## config.mk

```make
export PLATFORM = sky130hd
export DESIGN_NAME = rx_window_controller_flat
export DESIGN_NICKNAME = d
export VERILOG_FILES = /design/src/rtl/rx_ctrl_pkg.sv /design/src/rtl/rx_window_controller_if.sv /design/src/rtl/crc16_serial.sv /design/src/rtl/rx_window_controller.sv /design/src/flat_wrapper.sv
export SDC_FILE = /design/constraint.sdc
export NUM_CORES = 1
export LEC_CHECK = 0
export BUFFER_PORTS_ARGS = -buffer_cell sky130_fd_sc_hd__buf_2
export CORE_ASPECT_RATIO = 0.6
export CORE_MARGIN = 5
export CORE_UTILIZATION = 35
export DETAILED_ROUTE_END_ITERATION = 7
export PLACE_DENSITY_LB_ADDON = 0.25
export SETUP_SLACK_MARGIN = 0.2
export SYNTH_ARGS = -nofsm -noshare
export SYNTH_HDL_FRONTEND = slang
export SYNTH_SLANG_ARGS = --single-unit
```

## constraint.sdc

```tcl
create_clock -name clk -period 3.5 [get_ports clk]
set_input_delay 0.175 -clock clk [delete_from_list [all_inputs] [get_ports clk]]
set_output_delay 0.175 -clock clk [all_outputs]
set_load 0.01 [all_outputs]
```

## src/rtl/rx_ctrl_pkg.sv

```systemverilog
// rtl/rx_ctrl_pkg.sv - shared types and constants for the receive window controller
package rx_ctrl_pkg;

    typedef enum logic [2:0] {
        IDLE    = 3'd0,
        HOLDOFF = 3'd1,
        LISTEN  = 3'd2,
        RECEIVE = 3'd3,
        DONE    = 3'd4
    } state_t;

    typedef enum logic [1:0] {
        STATUS_OK      = 2'd0,
        STATUS_TIMEOUT = 2'd1,
        STATUS_SHORT   = 2'd2,
        STATUS_ABORT   = 2'd3
    } status_t;

    // CRC-16/CCITT; a frame carrying its complemented CRC leaves this residue
    localparam logic [15:0] CRC_POLY    = 16'h1021;
    localparam logic [15:0] CRC_PRESET  = 16'hFFFF;
    localparam logic [15:0] CRC_RESIDUE = 16'h1D0F;

    function automatic int max3(input int a, input int b, input int c);
        int m;
        m = (a > b) ? a : b;
        return (m > c) ? m : c;
    endfunction

endpackage

```

## src/rtl/rx_window_controller_if.sv

```systemverilog
// rtl/rx_window_controller_if.sv - link between the window controller and the preamble detector
//  master (controller): drives det_rst, det_in_dat/det_in_vld; receives det_out_dat/det_out_vld,
//                       det_bank, det_preamble
//  slave  (detector)  : the mirror image
interface rx_window_controller_if #(
    parameter int BANK_WIDTH = 2
);
    logic                  det_rst;
    logic                  det_in_dat;
    logic                  det_in_vld;
    logic                  det_out_dat;
    logic                  det_out_vld;
    logic [BANK_WIDTH-1:0] det_bank;
    logic                  det_preamble;

    modport master (
        output det_rst, det_in_dat, det_in_vld,
        input  det_out_dat, det_out_vld, det_bank, det_preamble
    );

    modport slave (
        input  det_rst, det_in_dat, det_in_vld,
        output det_out_dat, det_out_vld, det_bank, det_preamble
    );
endinterface

```

## src/rtl/crc16_serial.sv

```systemverilog
// rtl/crc16_serial.sv - bit-serial CRC-16/CCITT (MSB-first), clear/enable/bit in, crc out
//  clk, rst_n : clock, asynchronous active-low reset
//  clear      : reload preset (has priority over enable)
//  enable     : shift bit_in into the register this cycle
//  crc        : current register value
import rx_ctrl_pkg::*;

module crc16_serial (
    input  logic        clk,
    input  logic        rst_n,
    input  logic        clear,
    input  logic        enable,
    input  logic        bit_in,
    output logic [15:0] crc
);
    logic feedback;
    assign feedback = crc[15] ^ bit_in;

    always_ff @(posedge clk or negedge rst_n) begin
        if (!rst_n) begin
            crc <= CRC_PRESET;
        end else if (clear) begin
            crc <= CRC_PRESET;
        end else if (enable) begin
            crc <= {crc[14:0], 1'b0} ^ (feedback ? CRC_POLY : 16'h0000);
        end
    end
endmodule

```

## src/rtl/rx_window_controller.sv

```systemverilog
// rtl/rx_window_controller.sv - sequences one tag-reply receive session around the preamble detector
//  clk, rst_n          : clock, asynchronous active-low reset (release synchronised internally)
//  start, abort        : begin session (IDLE only) / abandon session (HOLDOFF, LISTEN, RECEIVE)
//  rx_len              : expected reply bits, captured on accepted start (0 means 1)
//  busy                : high outside IDLE
//  samp_dat, samp_vld  : demodulated samples, forwarded to the detector while it is armed
//  det                 : detector link (reset, gated samples in, bits/bank/preamble out)
//  bit_dat, bit_vld    : forwarded reply bits
//  bank, bit_count     : bank latched at preamble, bits forwarded; held until next start
//  done, status        : one-cycle end-of-session pulse with 0 OK, 1 TIMEOUT, 2 SHORT, 3 ABORT
//  crc_ok              : only with RX_CRC16_EN defined; CRC residue check, valid with done
import rx_ctrl_pkg::*;

module rx_window_controller #(
    parameter int HOLDOFF_CYCLES = 16,
    parameter int TIMEOUT_CYCLES = 4096,
    parameter int GAP_CYCLES     = 64,
    parameter int LEN_WIDTH      = 9,
    parameter int BANK_WIDTH     = 2
) (
    input  logic                  clk,
    input  logic                  rst_n,
    input  logic                  start,
    input  logic                  abort,
    input  logic [LEN_WIDTH-1:0]  rx_len,
    output logic                  busy,
    input  logic                  samp_dat,
    input  logic                  samp_vld,
    rx_window_controller_if.master det,
    output logic                  bit_dat,
    output logic                  bit_vld,
    output logic [BANK_WIDTH-1:0] bank,
    output logic [LEN_WIDTH-1:0]  bit_count,
    output logic                  done,
    output logic [1:0]            status
`ifdef RX_CRC16_EN
    ,
    output logic                  crc_ok
`endif
);
    localparam int CNT_MAX = max3(HOLDOFF_CYCLES, TIMEOUT_CYCLES, GAP_CYCLES);
    localparam int CNT_W   = (CNT_MAX > 2) ? $clog2(CNT_MAX) : 1;

    localparam logic [CNT_W-1:0] HOLDOFF_LAST = CNT_W'(HOLDOFF_CYCLES - 1);
    localparam logic [CNT_W-1:0] TIMEOUT_LAST = CNT_W'(TIMEOUT_CYCLES - 1);
    localparam logic [CNT_W-1:0] GAP_LAST     = CNT_W'(GAP_CYCLES - 1);

    // Asynchronous assertion, release aligned to clk
    logic [1:0] rst_sync;
    logic       rst_int_n;

    always_ff @(posedge clk or negedge rst_n) begin
        if (!rst_n) begin
            rst_sync <= 2'b00;
        end else begin
            rst_sync <= {rst_sync[0], 1'b1};
        end
    end
    assign rst_int_n = rst_sync[1];

    state_t                state;
    status_t               status_q;
    logic [CNT_W-1:0]      cnt;
    logic [CNT_W-1:0]      cnt_inc;
    logic [LEN_WIDTH-1:0]  rx_len_q;
    logic                  det_rst_q;
    logic                  det_in_dat_q;
    logic                  det_in_vld_q;
    logic                  take_bit;
    logic                  last_bit;

    assign cnt_inc  = (cnt == {CNT_W{1'b1}}) ? cnt : cnt + CNT_W'(1);
    assign take_bit = (state == RECEIVE) && !abort && det.det_out_vld && (bit_count < rx_len_q);
    assign last_bit = (bit_count == rx_len_q - LEN_WIDTH'(1));

    always_ff @(posedge clk or negedge rst_int_n) begin
        if (!rst_int_n) begin
            state        <= IDLE;
            status_q     <= STATUS_OK;
            cnt          <= '0;
            rx_len_q     <= '0;
            bit_count    <= '0;
            bank         <= '0;
            busy         <= 1'b0;
            done         <= 1'b0;
            bit_dat      <= 1'b0;
            bit_vld      <= 1'b0;
            det_rst_q    <= 1'b1;
            det_in_dat_q <= 1'b0;
            det_in_vld_q <= 1'b0;
        end else begin
            done         <= 1'b0;
            bit_vld      <= 1'b0;
            det_in_dat_q <= 1'b0;
            det_in_vld_q <= 1'b0;

            case (state)
                IDLE: begin
                    det_rst_q <= 1'b1;
                    if (start) begin
                        state     <= HOLDOFF;
                        busy      <= 1'b1;
                        rx_len_q  <= (rx_len == '0) ? LEN_WIDTH'(1) : rx_len;
                        bit_count <= '0;
                        bank      <= '0;
                        cnt       <= '0;
                    end
                end

                HOLDOFF: begin
                    if (abort) begin
                        state    <= DONE;
                        done     <= 1'b1;
                        status_q <= STATUS_ABORT;
                    end else if (cnt == HOLDOFF_LAST) begin
                        state     <= LISTEN;
                        cnt       <= '0;
                        det_rst_q <= 1'b0;
                    end else begin
                        cnt <= cnt_inc;
                    end
                end

                LISTEN: begin
                    if (abort) begin
                        state     <= DONE;
                        done      <= 1'b1;
                        status_q  <= STATUS_ABORT;
                        det_rst_q <= 1'b1;
                    end else begin
                        det_in_dat_q <= samp_dat;
                        det_in_vld_q <= samp_vld;
                        // preamble is tested first so it wins over a coincident timeout
                        if (det.det_preamble) begin
                            state <= RECEIVE;
                            bank  <= det.det_bank;
                            cnt   <= '0;
                        end else if (cnt == TIMEOUT_LAST) begin
                            state        <= DONE;
                            done         <= 1'b1;
                            status_q     <= STATUS_TIMEOUT;
                            det_rst_q    <= 1'b1;
                            det_in_vld_q <= 1'b0;
                        end else begin
                            cnt <= cnt_inc;
                        end
                    end
                end

                RECEIVE: begin
                    if (abort) begin
                        state     <= DONE;
                        done      <= 1'b1;
                        status_q  <= STATUS_ABORT;
                        det_rst_q <= 1'b1;
                    end else begin
                        // the detector keeps needing samples to decode reply bits
                        det_in_dat_q <= samp_dat;
                        det_in_vld_q <= samp_vld;
                        if (det.det_out_vld) begin
                            // a bit arriving resets the gap timer, so the final bit beats gap expiry
                            cnt <= '0;
                            if (take_bit) begin
                                bit_vld   <= 1'b1;
                                bit_dat   <= det.det_out_dat;
                                bit_count <= bit_count + LEN_WIDTH'(1);
                                if (last_bit) begin
                                    state        <= DONE;
                                    done         <= 1'b1;
                                    status_q     <= STATUS_OK;
                                    det_rst_q    <= 1'b1;
                                    det_in_vld_q <= 1'b0;
                                end
                            end
                        end else if (cnt == GAP_LAST && bit_count < rx_len_q) begin
                            state        <= DONE;
                            done         <= 1'b1;
                            status_q     <= STATUS_SHORT;
                            det_rst_q    <= 1'b1;
                            det_in_vld_q <= 1'b0;
                        end else begin
                            cnt <= cnt_inc;
                        end
                    end
                end

                DONE: begin
                    state     <= IDLE;
                    busy      <= 1'b0;
                    det_rst_q <= 1'b1;
                end

                default: begin
                    state     <= IDLE;
                    busy      <= 1'b0;
                    det_rst_q <= 1'b1;
                end
            endcase
        end
    end

    assign status         = status_q;
    assign det.det_rst    = det_rst_q;
    assign det.det_in_dat = det_in_dat_q;
    assign det.det_in_vld = det_in_vld_q;

`ifdef RX_CRC16_EN
    logic [15:0] crc_val;

    crc16_serial u_crc (
        .clk    (clk),
        .rst_n  (rst_int_n),
        .clear  ((state == IDLE) && start),
        .enable (take_bit),
        .bit_in (det.det_out_dat),
        .crc    (crc_val)
    );

    // register already holds every forwarded bit by the time done is high
    assign crc_ok = (crc_val == CRC_RESIDUE);
`endif

endmodule
```

## src/flat_wrapper.sv

```systemverilog
// flat-port wrapper written by rule: the top's interface ports become plain ports
module rx_window_controller_flat 
#(
    parameter int HOLDOFF_CYCLES = 16,
    parameter int TIMEOUT_CYCLES = 4096,
    parameter int GAP_CYCLES     = 64,
    parameter int LEN_WIDTH      = 9,
    parameter int BANK_WIDTH     = 2
)
  (clk, rst_n, start, abort, rx_len, busy, samp_dat, samp_vld, bit_dat, bit_vld, bank, bit_count, done, status, det_det_rst, det_det_in_dat, det_det_in_vld, det_det_out_dat, det_det_out_vld, det_det_bank, det_det_preamble);
  rx_window_controller_if #(.BANK_WIDTH(BANK_WIDTH)) det_i ();
  input  logic clk;
  input  logic rst_n;
  input  logic start;
  input  logic abort;
  input  logic [LEN_WIDTH-1:0] rx_len;
  output logic busy;
  input  logic samp_dat;
  input  logic samp_vld;
  output logic bit_dat;
  output logic bit_vld;
  output logic [BANK_WIDTH-1:0] bank;
  output logic [LEN_WIDTH-1:0] bit_count;
  output logic done;
  output logic [1:0] status;
  output wire logic [$bits(det_i.det_rst)-1:0] det_det_rst;
  output wire logic [$bits(det_i.det_in_dat)-1:0] det_det_in_dat;
  output wire logic [$bits(det_i.det_in_vld)-1:0] det_det_in_vld;
  input wire logic [$bits(det_i.det_out_dat)-1:0] det_det_out_dat;
  input wire logic [$bits(det_i.det_out_vld)-1:0] det_det_out_vld;
  input wire logic [$bits(det_i.det_bank)-1:0] det_det_bank;
  input wire logic [$bits(det_i.det_preamble)-1:0] det_det_preamble;
  assign det_det_rst = det_i.det_rst;
  assign det_det_in_dat = det_i.det_in_dat;
  assign det_det_in_vld = det_i.det_in_vld;
  assign det_i.det_out_dat = det_det_out_dat;
  assign det_i.det_out_vld = det_det_out_vld;
  assign det_i.det_bank = det_det_bank;
  assign det_i.det_preamble = det_det_preamble;
  rx_window_controller #(.HOLDOFF_CYCLES(HOLDOFF_CYCLES), .TIMEOUT_CYCLES(TIMEOUT_CYCLES), .GAP_CYCLES(GAP_CYCLES), .LEN_WIDTH(LEN_WIDTH), .BANK_WIDTH(BANK_WIDTH)) u_core (.clk(clk), .rst_n(rst_n), .start(start), .abort(abort), .rx_len(rx_len), .busy(busy), .samp_dat(samp_dat), .samp_vld(samp_vld), .det(det_i), .bit_dat(bit_dat), .bit_vld(bit_vld), .bank(bank), .bit_count(bit_count), .done(done), .status(status));
endmodule
```

==> results.md <==
* Max clock buf depth at 2
* Final instance area at 3340 µm²
* Hold Path Origin: samp_dat
* Worst Tran Pin Value at 0.993 ns
* Die height at 80.3 µm
* Primary FF master, synth: dfrtp_1
* DPL Wire Length at 5960 µm
* Gp weighted congestion at 0.915
* Total negative slack at 0 ns
* Worst r2r src: u_core.bit_count[2]$_DFFE_PN0P_
* Maximum VDD drop at 0.000214 V
* Most instantiated cells after synthesis: dfrtp_1 (45), nand2_1 (45), o21ai_0 (30), nor2_1 (24), inv_1 (19)
* CP required at 3.72 ns
* CP delay by family, top: compound AO/OA/AOI/OAI gates
* I/O Buffers at 39
* Post-Syn Instances at 333
* Share of layout cells above drive strength 1 at 0.175
* Via total after detailed routing at 2569
* Placed Area at 3170 µm²
* Root Buffer: clkbuf_16
* Net count reported at finish at 403
* Register area share after synthesis at 0.400
* Mapped Nets at 365
* R2r worst-path depth at 9
* Standard-cell row count at 25
* Max stage delay cell, worst path: o41ai_1
* Post-synth top area cell: dfrtp_1
* Clock skew at 0.00607 ns
* Period utilization at 0.870
* RSZ-0062 raised after global routing: no
* Routed wire length at 7780 µm
* Initial DRC count at 198
* Initial Utilization at 0.362
* Yosys cell types at 57
* Residual DRC at 0
* Synthesis warning total at 0
* Worst Setup End Kind: flip-flop
* H-tree depth at 2
* CTS tree: done
* Post-CTS Setup Repair Bufs at 0
* Largest net degree at the start of global routing at 45
* # setup viols final at 0
* Area of the multi-input gates at 1580 µm²
* Number of diodes at 0
* Lkg Pwr at 0.00151 µW
* Synth async-reset ratio at 1.00
* First-pass GRT wire length at 13000 µm
* CP Depth at 9
* Hold Path End: u_core.det.det_in_dat$_DFF_PN0_
* CP peak stage delay at 0.65 ns
* Min Tclk post-route at 3.04 ns
* Drt wl/cell at 16.2 µm
* Cell mode on critical path: a21oi_1
* Core area at 7950 µm²
* First-pass DRT Iterations at 5
* Number of max-cap violations at 0
* Hold Path Stages at 2
* Die Wd at 127 µm
* Worst path bufs/invs at 1
* CP Launch Point: u_core.bit_count[2]$_DFFE_PN0P_
* Reg-to-Reg End: u_core.bit_count[5]$_DFFE_PN0P_
* Crit Path Category: reg2reg
* Clk_lat worst skew at 0.29 ns
* IO Count at 40
* Die ar. at 10200 µm²
* Area Overhead vs Synth at 16.1%
* Largest cells by area after synthesis: dfrtp_1 (39%), nand2_1 (5.9%), ha_1 (5.2%), o21ai_0 (5.2%), nor2_1 (3.1%)
* Status: finished, final reports clean
* Worst slew margin at 0.338
* Worst Setup Start Kind: flip-flop
* Clock transition at path regs at 0.06 ns
* Crit-path cells: ha_1, o211ai_1, a21oi_1, o41ai_1, nand2_1, inv_1, nand4_1, or3_1, a21oi_1
* Min-Delay Path Class: in2reg
* Syn Area/Cell at 8.65 µm²
* Worst R2R Setup Slack at 0.46 ns
* Yosys reg bits at 46
* Gr ovfl total at 0
* Final hold vios at 0
* Post-synth top area share at 0.391
* Post-Syn Area at 2880 µm²
* Total power at 1490 µW
* Power Dens Cells at 445 nW/µm²
* Antenna Nets Post-Route at 0
* Layout fillers at 805
* Fmax at 328 MHz
* Storage cell area at 1150 µm²
* Via density at 5.35
* Cts bufs inserted at 5
* CTS Sinks at 46
* Vias in the first global route at 2477
* Worst path arrival time at 3.26 ns
* Worst hold slack at 0.104 ns
* EDFF count, synth at 0
* Critical path peak fanout at 11
* Final Max Tran Viols at 0
* Initial antenna violation count at 0
* Overall Global Routing Usage at 0.161
==> per-stage QoR <==
stage                     setup WS, ns  cells   util
after global routing             0.219    480  0.421
after floorplan                  0.983    333      -
after detailed placement         0.544    471  0.399
after CTS                        0.487    480  0.421
after global placement           0.676    471  0.399
final                            0.455    480  0.421
==> logic make-up after synthesis <==
group / count (synthesis) / synth area share
AO/OA/AOI/OAI: 84 / 0.195
XOR/XNOR: 15 / 0.0456
adder cells (fa/ha/maj): 12 / 0.0521
buffers and inverters: 32 / 0.0522
flip-flops: 46 / 0.400
multiplexers: 2 / 0.00739
other: 1 / 0.00130
AND/OR/NAND/NOR: 141 / 0.246
==> registers in the layout, indices dropped and copies added (netlist names) <==
name	cells
u_core.cnt	12
u_core.bit_count	9
u_core.busy	1
u_core.det.det_in_vld	1
u_core.status	2
u_core.bank	2
u_core.rst_sync	2
u_core.done	1
u_core.det.det_in_dat	1
u_core.rx_len_q	9
u_core.state	3
u_core.bit_vld	1
u_core.bit_dat	1
u_core.det.det_rst	1
==> layout make-up <==
cell class	count	share of cell area
Inverter	19	0.0213
Tap cell	108	0.0404
Multi-Input combinational cell	255	0.473
Sequential cell	46	0.345
Timing Repair Buffer	44	0.0704
Clock buffer	6	0.0385
Clock inverter	2	0.0112
==> worst max-delay path by stage <==
| stage | slack, ns | to |
|---|---|---|
| 5_1_grt | 0.22 | u_core.bit_count[5]$_DFFE_PN0P_ |
| 2_1_floorplan | 0.98 | u_core.cnt[6]$_DFFE_PN0P_ |
| 3_3_place_gp | 0.68 | u_core.bit_count[5]$_DFFE_PN0P_ |
| 4_1_cts | 0.49 | u_core.bit_count[5]$_DFFE_PN0P_ |
| 6_report | 0.46 | u_core.bit_count[5]$_DFFE_PN0P_ |
| 3_5_place_dp | 0.54 | u_core.bit_count[5]$_DFFE_PN0P_ |
==> power breakdown <==
| group | internal (µW) | total (µW) | switching [µW] |
|---|---|---|---|
| Combinational | 124 | 314 | 190 |
| Clock | 337 | 545 | 207 |
| Sequential | 570 | 630 | 59.9 |
| Total | 1030 | 1490 | 458 |
==> repair_timing <==
item | CTS | global route
gates resized for setup | 0 | 0
hold buffers | 1 | 0
hold endpoints to repair | 2 | 0
==> placed cells by master (no fill, tap or decap), types with 3 or more instances in the layout <==
cell,instances
nand2_1,45
dfrtp_1,44
buf_2,39
o21ai_0,30
nor2_1,24
inv_1,19
nand3_1,12
ha_1,12
a21oi_1,10
o211ai_1,9
nor3_1,9
xnor2_1,8
or3_1,8
xor2_1,7
nor4_1,7
nand4_1,7
clkbuf_16,5
nand2b_1,4
and3_1,4
a211oi_1,4
and2_1,4
buf_4,4
o31ai_1,3
nor2b_1,3
a2bb2oi_1,3
o22a_1,3
==> routing by layer <==
| metal | GRT usage | share of wire | wire length [µm] |
|---|---|---|---|
| met5 | 0 | 0 | 0 |
| met4 | 0.0396 | 0.0076 | 59 |
| met3 | 0.0512 | 0.077 | 602 |
| met2 | 0.207 | 0.37 | 2880 |
| met1 | 0.250 | 0.54 | 4240 |
Power figures use the tool's default switching activity.
